<file path="src/rtl/tqvp_vga_pkg.sv">
// VGA timing generator shared definitions:
// register map, pattern codes and segment layout.
package tqvp_vga_pkg;

  localparam int A_SEG_END = 'h10;
  localparam int A_CTRL    = 'h10;
  localparam int A_COLOR   = 'h11;
  localparam int A_STATUS  = 'h12;
  localparam int A_FRM_LO  = 'h13;
  localparam int A_FRM_HI  = 'h14;
  localparam int A_COMMIT  = 'h15;

  localparam logic [7:0] CTRL_MASK  = 8'h3D;
  localparam logic [7:0] CTRL_RESET = 8'h01;

  typedef enum logic [2:0] {
    PAT_BLACK  = 3'd0,
    PAT_GRAD   = 3'd1,
    PAT_BORDER = 3'd2,
    PAT_SOLID  = 3'd3,
    PAT_CHECK  = 3'd4,
    PAT_BARS   = 3'd5
  } pattern_e;

  // Even byte carries the flags and len[12:8], odd byte len[7:0].
  typedef struct packed {
    logic        sync;
    logic        active;
    logic        advance;
    logic [12:0] len;
  } seg_t;

  function automatic logic [7:0] seg_byte_mask(
    input int   seg_w,
    input logic odd
  );
    logic [7:0] m;
    for (int i = 0; i < 8; i++) begin
      if (odd) m[i] = (i < seg_w);
      else     m[i] = (i >= 5) || (i + 8 < seg_w);
    end
    return m;
  endfunction

endpackage

</file>
<file path="src/rtl/tqvp_vga_axis.sv">
// One timing axis: four segments run cyclically,
// each lasting max(len,1) ticks.
module tqvp_vga_axis
  import tqvp_vga_pkg::*;
#(
  parameter int SEG_W = 13
) (
  input  logic             clk,
  input  logic             rst,
  input  logic             clr_i,
  input  logic             tick_i,
  input  seg_t [3:0]       segs_i,
  output logic [SEG_W-1:0] pos_o,
  output logic [SEG_W-1:0] rem_o,
  output logic             sync_o,
  output logic             active_o,
  output logic             advance_o,
  output logic             last_tick_o
);

  logic [1:0]       phase_q, phase_d;
  logic [SEG_W-1:0] pos_q, pos_d;
  logic [SEG_W-1:0] len, lenm1;
  logic             last;
  logic             unused_len;
  seg_t             seg;

  assign seg   = segs_i[phase_q];
  assign len   = seg.len[SEG_W-1:0];
  assign lenm1 = (len == '0) ? '0 : len - SEG_W'(1);
  // >= keeps a shortened segment from overrunning
  assign last  = (pos_q >= lenm1);

  assign unused_len  = ^seg.len;
  assign pos_o       = pos_q;
  assign rem_o       = last ? '0 : lenm1 - pos_q;
  assign sync_o      = seg.sync;
  assign active_o    = seg.active;
  assign advance_o   = seg.advance;
  assign last_tick_o = last;

  always_comb begin
    phase_d = phase_q;
    pos_d   = pos_q;
    if (clr_i) begin
      phase_d = '0;
      pos_d   = '0;
    end else if (tick_i) begin
      if (last) begin
        pos_d   = '0;
        phase_d = phase_q + 2'd1;
      end else begin
        pos_d = pos_q + SEG_W'(1);
      end
    end
  end

  always_ff @(posedge clk) begin
    if (rst) begin
      phase_q <= '0;
      pos_q   <= '0;
    end else begin
      phase_q <= phase_d;
      pos_q   <= pos_d;
    end
  end

endmodule

</file>
<file path="src/rtl/tqvp_vga_timing_gen.sv">
// Programmable VGA timing generator with shadowed
// segment registers, test patterns and frame IRQ.
module tqvp_vga_timing_gen
  import tqvp_vga_pkg::*;
#(
  parameter int SEG_W   = 13,
  parameter int ADDR_W  = 5,
  parameter int FRAME_W = 16
) (
  input  logic              clk,
  input  logic              rst,
  input  logic [7:0]        ui_in,
  output logic [7:0]        uo_out,
  input  logic [ADDR_W-1:0] address,
  input  logic              data_write,
  input  logic [7:0]        data_in,
  output logic [7:0]        data_out,
  output logic              frame_irq
);

  logic [15:0][7:0]   sh_q, sh_d, wk_q, wk_d;
  logic [7:0]         ctrl_q, ctrl_d;
  logic [5:0]         color_q, color_d;
  logic               pend_q, pend_d;
  logic               flag_q, flag_d;
  logic [FRAME_W-1:0] frame_q, frame_d;
  logic [7:0]         uo_q, uo_d;
  logic               irq_q;

  logic [31:0]      a32;
  logic             seg_acc, restart, commit_wr;
  logic             en, apply_mode, frame_end;
  logic [15:0]      frame16;
  seg_t [3:0]       h_segs, v_segs;
  logic [SEG_W-1:0] h_pos, h_rem, v_pos, v_rem;
  logic             h_sync, h_act, h_adv, h_last;
  logic             v_sync, v_act, v_adv, v_last;
  logic             hs, vs, act, v_tick;
  logic [8:0]       hx, vx;
  logic [5:0]       rgb;
  logic             unused_ok;

  assign a32        = 32'(address);
  assign seg_acc    = (a32 < A_SEG_END);
  assign en         = ctrl_q[0];
  assign apply_mode = ctrl_q[2];
  assign commit_wr  = data_write && (a32 == A_COMMIT);
  assign frame16    = 16'(frame_q);

  always_comb begin
    for (int i = 0; i < 4; i++) begin
      h_segs[i] = {wk_q[2*i], wk_q[2*i+1]};
      v_segs[i] = {wk_q[8+2*i], wk_q[9+2*i]};
    end
  end

  tqvp_vga_axis #(.SEG_W(SEG_W)) u_h (
    .clk         (clk),
    .rst         (rst),
    .clr_i       (restart | ~en),
    .tick_i      (en),
    .segs_i      (h_segs),
    .pos_o       (h_pos),
    .rem_o       (h_rem),
    .sync_o      (h_sync),
    .active_o    (h_act),
    .advance_o   (h_adv),
    .last_tick_o (h_last)
  );

  tqvp_vga_axis #(.SEG_W(SEG_W)) u_v (
    .clk         (clk),
    .rst         (rst),
    .clr_i       (restart | ~en),
    .tick_i      (v_tick),
    .segs_i      (v_segs),
    .pos_o       (v_pos),
    .rem_o       (v_rem),
    .sync_o      (v_sync),
    .active_o    (v_act),
    .advance_o   (v_adv),
    .last_tick_o (v_last)
  );

  assign v_tick    = en & h_last & h_adv;
  assign frame_end = v_tick & v_last & v_adv;
  assign hs        = en & h_sync;
  assign vs        = en & v_sync;
  assign act       = en & h_act & v_act;

  always_comb begin
    sh_d    = sh_q;
    wk_d    = wk_q;
    ctrl_d  = ctrl_q;
    color_d = color_q;
    pend_d  = pend_q;
    flag_d  = flag_q;
    frame_d = frame_q;
    restart = 1'b0;
    if (data_write) begin
      if (seg_acc) begin
        sh_d[a32[3:0]] = data_in & seg_byte_mask(SEG_W, a32[0]);
        restart        = ~apply_mode;
      end else begin
        case (a32)
          A_CTRL: begin
            ctrl_d = data_in & CTRL_MASK;
            if (!data_in[2]) pend_d = 1'b0;
          end
          A_COLOR:  color_d = data_in[5:0];
          A_STATUS: if (data_in[3]) flag_d = 1'b0;
          A_COMMIT: pend_d = 1'b1;
          default:  ;
        endcase
      end
    end
    if (frame_end) begin
      frame_d = frame_q + FRAME_W'(1);
      flag_d  = 1'b1;
      // A commit landing now only takes effect next frame
      if (pend_q) begin
        wk_d = sh_q;
        if (!commit_wr) pend_d = 1'b0;
      end
    end
    if (restart) wk_d = sh_d;
  end

  assign hx = 9'(h_pos);
  assign vx = 9'(v_pos);

  always_comb begin
    rgb = '0;
    case (pattern_e'(ctrl_q[5:3]))
      PAT_GRAD:
        rgb = {hx[7], vx[7], hx[6], vx[8], vx[6], hx[8]};
      PAT_BORDER:
        if (h_pos < SEG_W'(2) || h_rem < SEG_W'(2) ||
            v_pos < SEG_W'(2) || v_rem < SEG_W'(2))
          rgb = '1;
      PAT_SOLID: rgb = color_q;
      PAT_CHECK: if (hx[3] ^ vx[3]) rgb = '1;
      PAT_BARS:
        rgb = {{2{hx[8]}}, {2{hx[7]}}, {2{hx[6]}}};
      default: rgb = '0;
    endcase
    if (!act) rgb = '0;
  end

  assign uo_d = {hs, rgb[0], rgb[2], rgb[4],
                 vs, rgb[1], rgb[3], rgb[5]};

  always_comb begin
    data_out = '0;
    if (seg_acc) begin
      data_out = sh_q[a32[3:0]];
    end else begin
      case (a32)
        A_CTRL:   data_out = ctrl_q;
        A_COLOR:  data_out = {2'b0, color_q};
        A_STATUS: data_out = {4'b0, flag_q, vs, hs, act};
        A_FRM_LO: data_out = frame16[7:0];
        A_FRM_HI: data_out = frame16[15:8];
        default:  data_out = '0;
      endcase
    end
  end

  always_ff @(posedge clk) begin
    if (rst) begin
      sh_q    <= '0;
      wk_q    <= '0;
      ctrl_q  <= CTRL_RESET;
      color_q <= '0;
      pend_q  <= 1'b0;
      flag_q  <= 1'b0;
      frame_q <= '0;
      uo_q    <= '0;
      irq_q   <= 1'b0;
    end else begin
      sh_q    <= sh_d;
      wk_q    <= wk_d;
      ctrl_q  <= ctrl_d;
      color_q <= color_d;
      pend_q  <= pend_d;
      flag_q  <= flag_d;
      frame_q <= frame_d;
      uo_q    <= en ? uo_d : '0;
      irq_q   <= frame_end;
    end
  end

  assign uo_out    = uo_q;
  assign frame_irq = irq_q;
  assign unused_ok = ^{ui_in, hx, vx, a32};

endmodule
</file>
<file path="config.mk">
export PLATFORM = sky130hd
export DESIGN_NAME = tqvp_vga_timing_gen
export DESIGN_NICKNAME = d
export VERILOG_FILES = /design/src/rtl/tqvp_vga_pkg.sv /design/src/rtl/tqvp_vga_axis.sv /design/src/rtl/tqvp_vga_timing_gen.sv
export SDC_FILE = /design/constraint.sdc
export NUM_CORES = 1
export LEC_CHECK = 0
export ABC_AREA = 1
export CORE_AREA = 2 2 174 218
export DETAILED_ROUTE_END_ITERATION = 10
export DIE_AREA = 0 0 176 220
export PLACE_DENSITY = 0.7
export SYNTH_ARGS = -nofsm -noshare
export SYNTH_HDL_FRONTEND = slang
export SYNTH_SLANG_ARGS = --single-unit
</file>
<file path="constraint.sdc">
create_clock -name clk -period 3.81 [get_ports clk]
set_input_delay 0.762 -clock clk [delete_from_list [all_inputs] [get_ports clk]]
set_output_delay 0.762 -clock clk [all_outputs]
set_load 0.03 [all_outputs]
</file>
# After elaboration in Yosys (flattened, before gate mapping)

Index checks and enable logic that the tools add are counted.

Register bits: 324

Add/subtract/negate cells: 9
$lt $le $gt $ge: 11
Muxes and demuxes: 41
Bitwise gates (word level): 15
Equal/unequal tests: 12
Reductions and logical operators: 21

Operator list:

| kind                                                        | number |
|---|---|
| two-way mux 128 bit                                         | 5 |
| bitwise mux 128 bit                                         | 1 |
| two-way mux 13 bit                                          | 6 |
| binary-select mux 16 bit (select 2 bit)                     | 2 |
| less-than comparator 13 x 2 -> 1 bit, second input constant | 4 |
| case mux 8 bit (5 select lines)                             | 1 |
| binary-select mux 8 bit (select 4 bit)                      | 1 |
| demux 8 bit (select 4 bit)                                  | 1 |
| two-way mux 16 bit                                          | 2 |
| == test 5 bit, second input constant                        | 6 |
| case mux 6 bit (5 select lines)                             | 1 |
| adder 13 x 1 -> 13 bit, second input constant               | 2 |
| >= comparator 13 bit                                        | 2 |
| logical NOT 13 bit                                          | 2 |
| subtractor 13 x 1 -> 13 bit, second input constant          | 2 |
| subtractor 13 bit                                           | 2 |
| two-way mux 8 bit                                           | 3 |
| adder 16 x 1 -> 16 bit, second input constant               | 1 |
| two-way mux 1 bit                                           | 15 |
| two-way mux 6 bit                                           | 2 |
| nonzero test 2 bit                                          | 5 |
| AND 1 bit                                                   | 8 |
| AND 8 bit                                                   | 1 |
| == test 3 x 2 -> 1 bit, second input constant               | 2 |
| 19 further kinds                                            | 32 |

# Depth between registers and ports, before layout

Depth after elaboration: 12
Depth in mapped cells: 32

# Cells and area by module

Synthesis repeated with hierarchy kept, for this count alone.

Cell total of the unflattened synthesis: 2967
Area total of the unflattened synthesis: 18709.2 sq um

By module, submodules not included:

| module               | instances | cells each | area an instance (sq um) | seq. area each (sq um) |
|---|---|---|---|---|
| tqvp_vga_timing_gen  | 1         | 2143       | 14071.0                  | 5885.6 |
| tqvp_vga_axis at u_h | 1         | 418        | 2394.8                   | 300.3 |
| tqvp_vga_axis at u_v | 1         | 406        | 2243.4                   | 300.3 |

# Worst setup path before layout

Ideal clock, no wire load.

Path kind: flip-flop to flip-flop
Start: register u_h.phase_q[1]
End: register frame_q[2], in the netlist frame16[2]
Required time: 3.692 ns
Data arrival time: 3.787 ns
Path slack: -0.095 ns
Cell stages (with the launch flop): 29
Cells stage by stage: dfxtp_1 > inv_1 > buf_2 > clkbuf_1 > a32oi_1 > inv_1 > ha_1 > nand3_1 > inv_1 > nand4_1 > nor3_1 > buf_2 > nor2_1 > ha_1 > buf_6 > a21oi_4 > o21bai_1 > nand2_1 > nand3_2 > nand2_1 > nand2_1 > nand2_2 > nand3_4 > nor2_4 > nand2_1 > buf_4 > buf_4 > nor3_1 > nor2_1

Cells in the longest elaborated chain, start to end: 9
Elaborated cells on any way between the ends: 10

RTL lines:

| element                                                                  | RTL line                   | RTL |
|---|---|---|
| start: declaration                                                       | tqvp_vga_axis.sv:21        | `logic [1:0] phase_q, phase_d;` |
| start signal: assignment                                                 | tqvp_vga_axis.sv:63        | `phase_q <= phase_d;` |
| binary-select mux 16 bit (select 2 bit) *                                | tqvp_vga_axis.sv:28        | `assign seg = segs_i[phase_q];` |
| two-way mux 16 bit (not written as such) *                               | tqvp_vga_axis.sv:28        |  |
| subtractor 13 x 1 -> 13 bit / logical NOT 13 bit (equally long branches) | tqvp_vga_axis.sv:30        | `assign lenm1 = (len == '0) ? '0 : len - SEG_W'(1);` |
| two-way mux 13 bit                                                       | tqvp_vga_axis.sv:30        |  |
| >= comparator 13 bit                                                     | tqvp_vga_axis.sv:32        | `assign last = (pos_q >= lenm1);` |
| AND 1 bit                                                                | tqvp_vga_timing_gen.sv:85  | `assign v_tick = en & h_last & h_adv;` |
| AND 1 bit *                                                              | tqvp_vga_timing_gen.sv:85  |  |
| AND 1 bit * (2 in series)                                                | tqvp_vga_timing_gen.sv:86  | `assign frame_end = v_tick & v_last & v_adv;` |
| end signal: assignment                                                   | tqvp_vga_timing_gen.sv:187 | `frame_q <= frame_d;` |
| end: declaration                                                         | tqvp_vga_timing_gen.sv:26  | `logic [FRAME_W-1:0] frame_q, frame_d;` |

Every way passes the cells marked *; elsewhere a longest branch is shown, timed or not. The select of a mux whose other input is x is not followed.
A chain may end at the register's enable or synchronous reset.

# Worst setup path in the final report

Start: register u_h.phase_q[0]
End: register wk_q, in the netlist v_segs[56]

Cells in the longest elaborated chain, start to end: 11
Elaborated cells on any way between the ends: 12

RTL lines:

| element                                                                  | RTL line                   | RTL |
|---|---|---|
| binary-select mux 16 bit (select 2 bit) *                                | tqvp_vga_axis.sv:28        |  |
| two-way mux 16 bit (not written as such) *                               | tqvp_vga_axis.sv:28        |  |
| subtractor 13 x 1 -> 13 bit / logical NOT 13 bit (equally long branches) | tqvp_vga_axis.sv:30        |  |
| two-way mux 13 bit                                                       | tqvp_vga_axis.sv:30        |  |
| >= comparator 13 bit                                                     | tqvp_vga_axis.sv:32        |  |
| AND 1 bit                                                                | tqvp_vga_timing_gen.sv:85  |  |
| AND 1 bit *                                                              | tqvp_vga_timing_gen.sv:85  |  |
| AND 1 bit * (2 in series)                                                | tqvp_vga_timing_gen.sv:86  |  |
| nonzero test 2 bit (no source line) *                                    | n/a                        |  |
| AND reduction 2 bit (no source line) *                                   | n/a                        |  |
| end signal: assignment                                                   | tqvp_vga_timing_gen.sv:182 | `wk_q <= wk_d;` |
| end: declaration                                                         | tqvp_vga_timing_gen.sv:21  | `logic [15:0][7:0] sh_q, sh_d, wk_q, wk_d;` |

Marks and branches as above.

==> reports/qor.json <==
{
  "critical_path": {
    "timing.critical_path.arrival_ns": 4.67,
    "worst-setup-path-type": "reg2reg",
    "crit_required_ns": 4.26,
    "critical_path.endpoint_type": "register",
    "critPathLaunchType": "register",
    "crit_path_frequent_cell": "buf_4",
    "critPathMaxStageDelay_ns": 0.47,
    "timing.reg2reg.worst_path_depth": 26,
    "path_max_fanout": 10,
    "worst_path_max_delay_cell": "dfxtp_1"
  },
  "floorplan": {
    "coreArea_um2": 36900,
    "start_util_pct": 49.1,
    "fp.dieArea_um2": 38700,
    "die_height_um": 220,
    "io_pins": 41,
    "chipWidth_um": 176,
    "fp-row-count": 79
  },
  "logic_synthesis": {
    "synth_fp_nets": 2837,
    "flops_latches_synth": 324,
    "synth_ff_type": "dfxtp_1",
    "register_area_share_after_synthesis_pct": 35.8,
    "syn_inst": 2779,
    "edff_count_synth": 0,
    "synthesis.yosys.warnings": 0,
    "postSynthAreaPerCell_um2": 6.51,
    "syn_area_um2": 18100,
    "synth-async-reset-ratio_pct": 0,
    "post_synth_num_cell_types": 53
  },
  "place": {
    "dpl.hpwl_um": 40100,
    "gp_congestion": 0.926,
    "buffer_ports.inserted": 32,
    "placedInstanceArea_um2": 20400
  },
  "global_routing": {
    "overflow_left_after_global_routing": 0,
    "vias_in_the_first_global_route": 18200,
    "grt_pass1_wl_um": 91800,
    "number_of_antenna_violations_at_the_first_check_in_global_routing": 4,
    "globalRouteTotalUtil_pct": 29.4,
    "grt_max_degree": 127
  },
  "flow_run": {
    "maxCapViolations": 0
  },
  "cells_and_area": {
    "fill_cells": 3212,
    "antenna-diode-count": 0,
    "final_common_cell": "nand2_1",
    "final_cell_mix": "nand2_1 (643), dfxtp_1 (321), o21ai_0 (287)",
    "syn_to_final_growth_pct": 28.5,
    "design_area_um2": 23300,
    "multiInputGateArea_um2": 10400,
    "post_route_cells_drive_above_1_share_pct": 19.2,
    "finalNetCount": 3064,
    "register_area_um2": 6490
  },
  "sta": {
    "final_max_slew_viol_count": 0,
    "worst_clock_skew_ns": 0.0236,
    "finalWorstSetupSlack_ns": -0.410,
    "setup_viol_count_final": 168,
    "actual_transition_at_the_worst_max_transition_pin_ns": 1.15,
    "unrepaired_setup_endpoints_after_global_routing": "yes",
    "slew_headroom_pct": 23.1,
    "ratio_of_final_minimum_period_to_clock_period_pct": 111,
    "finalHoldViolCount": 0,
    "timing.final.crit_period_ns": 4.22,
    "hold_slack_ns": 0.474,
    "upper_clock_frequency_limit_ghz": 0.237
  },
  "drt": {
    "drt_first_pass_iters": 7,
    "vias": 20000,
    "final_antenna_net_count": 0,
    "routedWlPerCell_um": 17.6,
    "drcViolationCount": 0,
    "drt_iter0_drc": 2135,
    "mean_number_of_vias_per_cell": 5.69,
    "postRouteWirelength_um": 62000
  },
  "clock_network": {
    "worst_skew_pair.late_latency_ns": 0.53,
    "clock_sink_count": 324,
    "number_of_clock_buffers_inserted_by_tritoncts": 36,
    "clock_path_buffers": 3,
    "clk_transition_reported_paths_ns": 0.06,
    "clockRootBuffer": "clkbuf_16",
    "tritoncts_clock_tree": "yes",
    "hold_buf_cts": 0,
    "cts_htree_levels": 2
  },
  "outcome": {
    "violations": "negative setup slack",
    "run_status": "finished with violations"
  },
  "power": {
    "p_leak_nw": 9.54,
    "irDropWorstVdd_mv": 1.67,
    "p_per_area_nw_per_um2": 1090
  },
  "worst_hold_path": {
    "hold_depth": 2,
    "worstHoldPathType": "reg2reg"
  }
}
## final cells by class
type                       instances  share of cell area (%)
timing repair buffer             345                    14.3
sequential                       324                    27.9
clock buffer                      52                    4.65
clock inverter                    10                   0.554
tap                              486                    2.61
multi-input combinational       1988                    44.8
inverter                         311                    5.12
## cell usage after synthesis, types with 6 or more instances
| cell type | number | area share, % |
|---|---|---|
| o22ai_1 | 72 | 2.5 |
| buf_2 | 33 | 0.91 |
| nand2_1 | 672 | 14 |
| buf_6 | 14 | 0.87 |
| nor3_1 | 36 | 1.0 |
| clkinv_1 | 6 | 0.12 |
| mux2i_1 | 8 | 0.44 |
| clkbuf_1 | 102 | 2.1 |
| nor4_1 | 10 | 0.35 |
| a211oi_1 | 6 | 0.25 |
| xnor2_1 | 10 | 0.48 |
| o21ai_0 | 297 | 8.2 |
| dfxtp_1 | 324 | 36 |
| a21oi_1 | 205 | 5.7 |
| o21ai_1 | 31 | 0.86 |
| inv_1 | 291 | 6.0 |
| nor2_1 | 271 | 5.6 |
| xor2_1 | 28 | 1.4 |
| o221ai_1 | 6 | 0.29 |
| nand4_1 | 27 | 0.93 |
| nand3b_1 | 7 | 0.29 |
| nand3_1 | 190 | 5.3 |
| inv_2 | 14 | 0.29 |
| ha_1 | 32 | 2.2 |
| a32o_1 | 21 | 1.2 |
| nor2_2 | 10 | 0.35 |
## registers in the layout (all words and copies together), names as in the netlist, 5 cells and up
signal     flops
u_v.pos_o     13
frame16       16
uo_out         8
sh_q         128
v_segs        64
color_q        6
ctrl_q         5
h_segs        64
u_h.pos_o     13
## routing by layer
layer  track usage (%)  part of all wire [%]  vias to the layer above
met5                 0                 0.090                        -
met4              13.9                   5.9                        8
met2              50.8                    47                      855
met3              3.88                   7.5                      235
met1              36.2                    39                     9303
li1                  -                     -                     9589
## timing repair
action                     4_1_cts  5_1_grt
setup endpoints to repair      173      186
cloned                           6       21
pin swaps                       33       31
setup buffers                   24       15
resized for setup              112      124
## report_power, final
group	total [mW]	switching (mW)	internal [mW]
logic	18.3	9.37	8.91
clock network	3.62	1.44	2.17
registers	3.49	0.0424	3.44
total	25.4	10.9	14.5
## metrics by stage
stage	cells	utilization (%)	worst slack [ns]	total power, mW	TNS [ns]
floorplan	2779	-	0.00804	12.4	0
global placement	3390	55.4	-0.359	18.1	-49.10
detailed placement	3390	55.4	-0.442	18.5	-59.01
CTS	3481	60.4	-0.238	23.8	-25.48
global route	3516	63.1	-0.628	27.4	-91.52
finish	3516	63.1	-0.410	25.4	-53.89
## final timing paths
path / from / end / slack (ns)
setup / recovery: u_h.phase_q[0] / v_segs[56] / -0.41
hold reg to reg: h_segs[57] / h_segs[57] / 0.47
hold / removal: h_segs[57] / h_segs[57] / 0.47
setup reg to reg: u_h.phase_q[0] / v_segs[56] / -0.41
## worst max-delay path: cells and delay by family (launching register included)
kind	cells	cell delay (ns)
AO/OA/AOI/OAI	2	0.35
adder cells (fa/ha/maj)	1	0.34
buffers and inverters	9	1.28
flip-flops	1	0.47
AND/OR/NAND/NOR	14	1.69
## kinds of logic (layout without fill, tap and decap cells)
group	count (synthesis)	in the layout	synth area share, %
buf+inv	470	718	10.7
xor+xnor	38	38	1.84
fa+ha+maj	34	34	2.43
compound gates	662	662	20.0
simple gates	1243	1246	28.7
mux	8	8	0.442
flops	324	324	35.8
(Power assumes the default switching activity.)
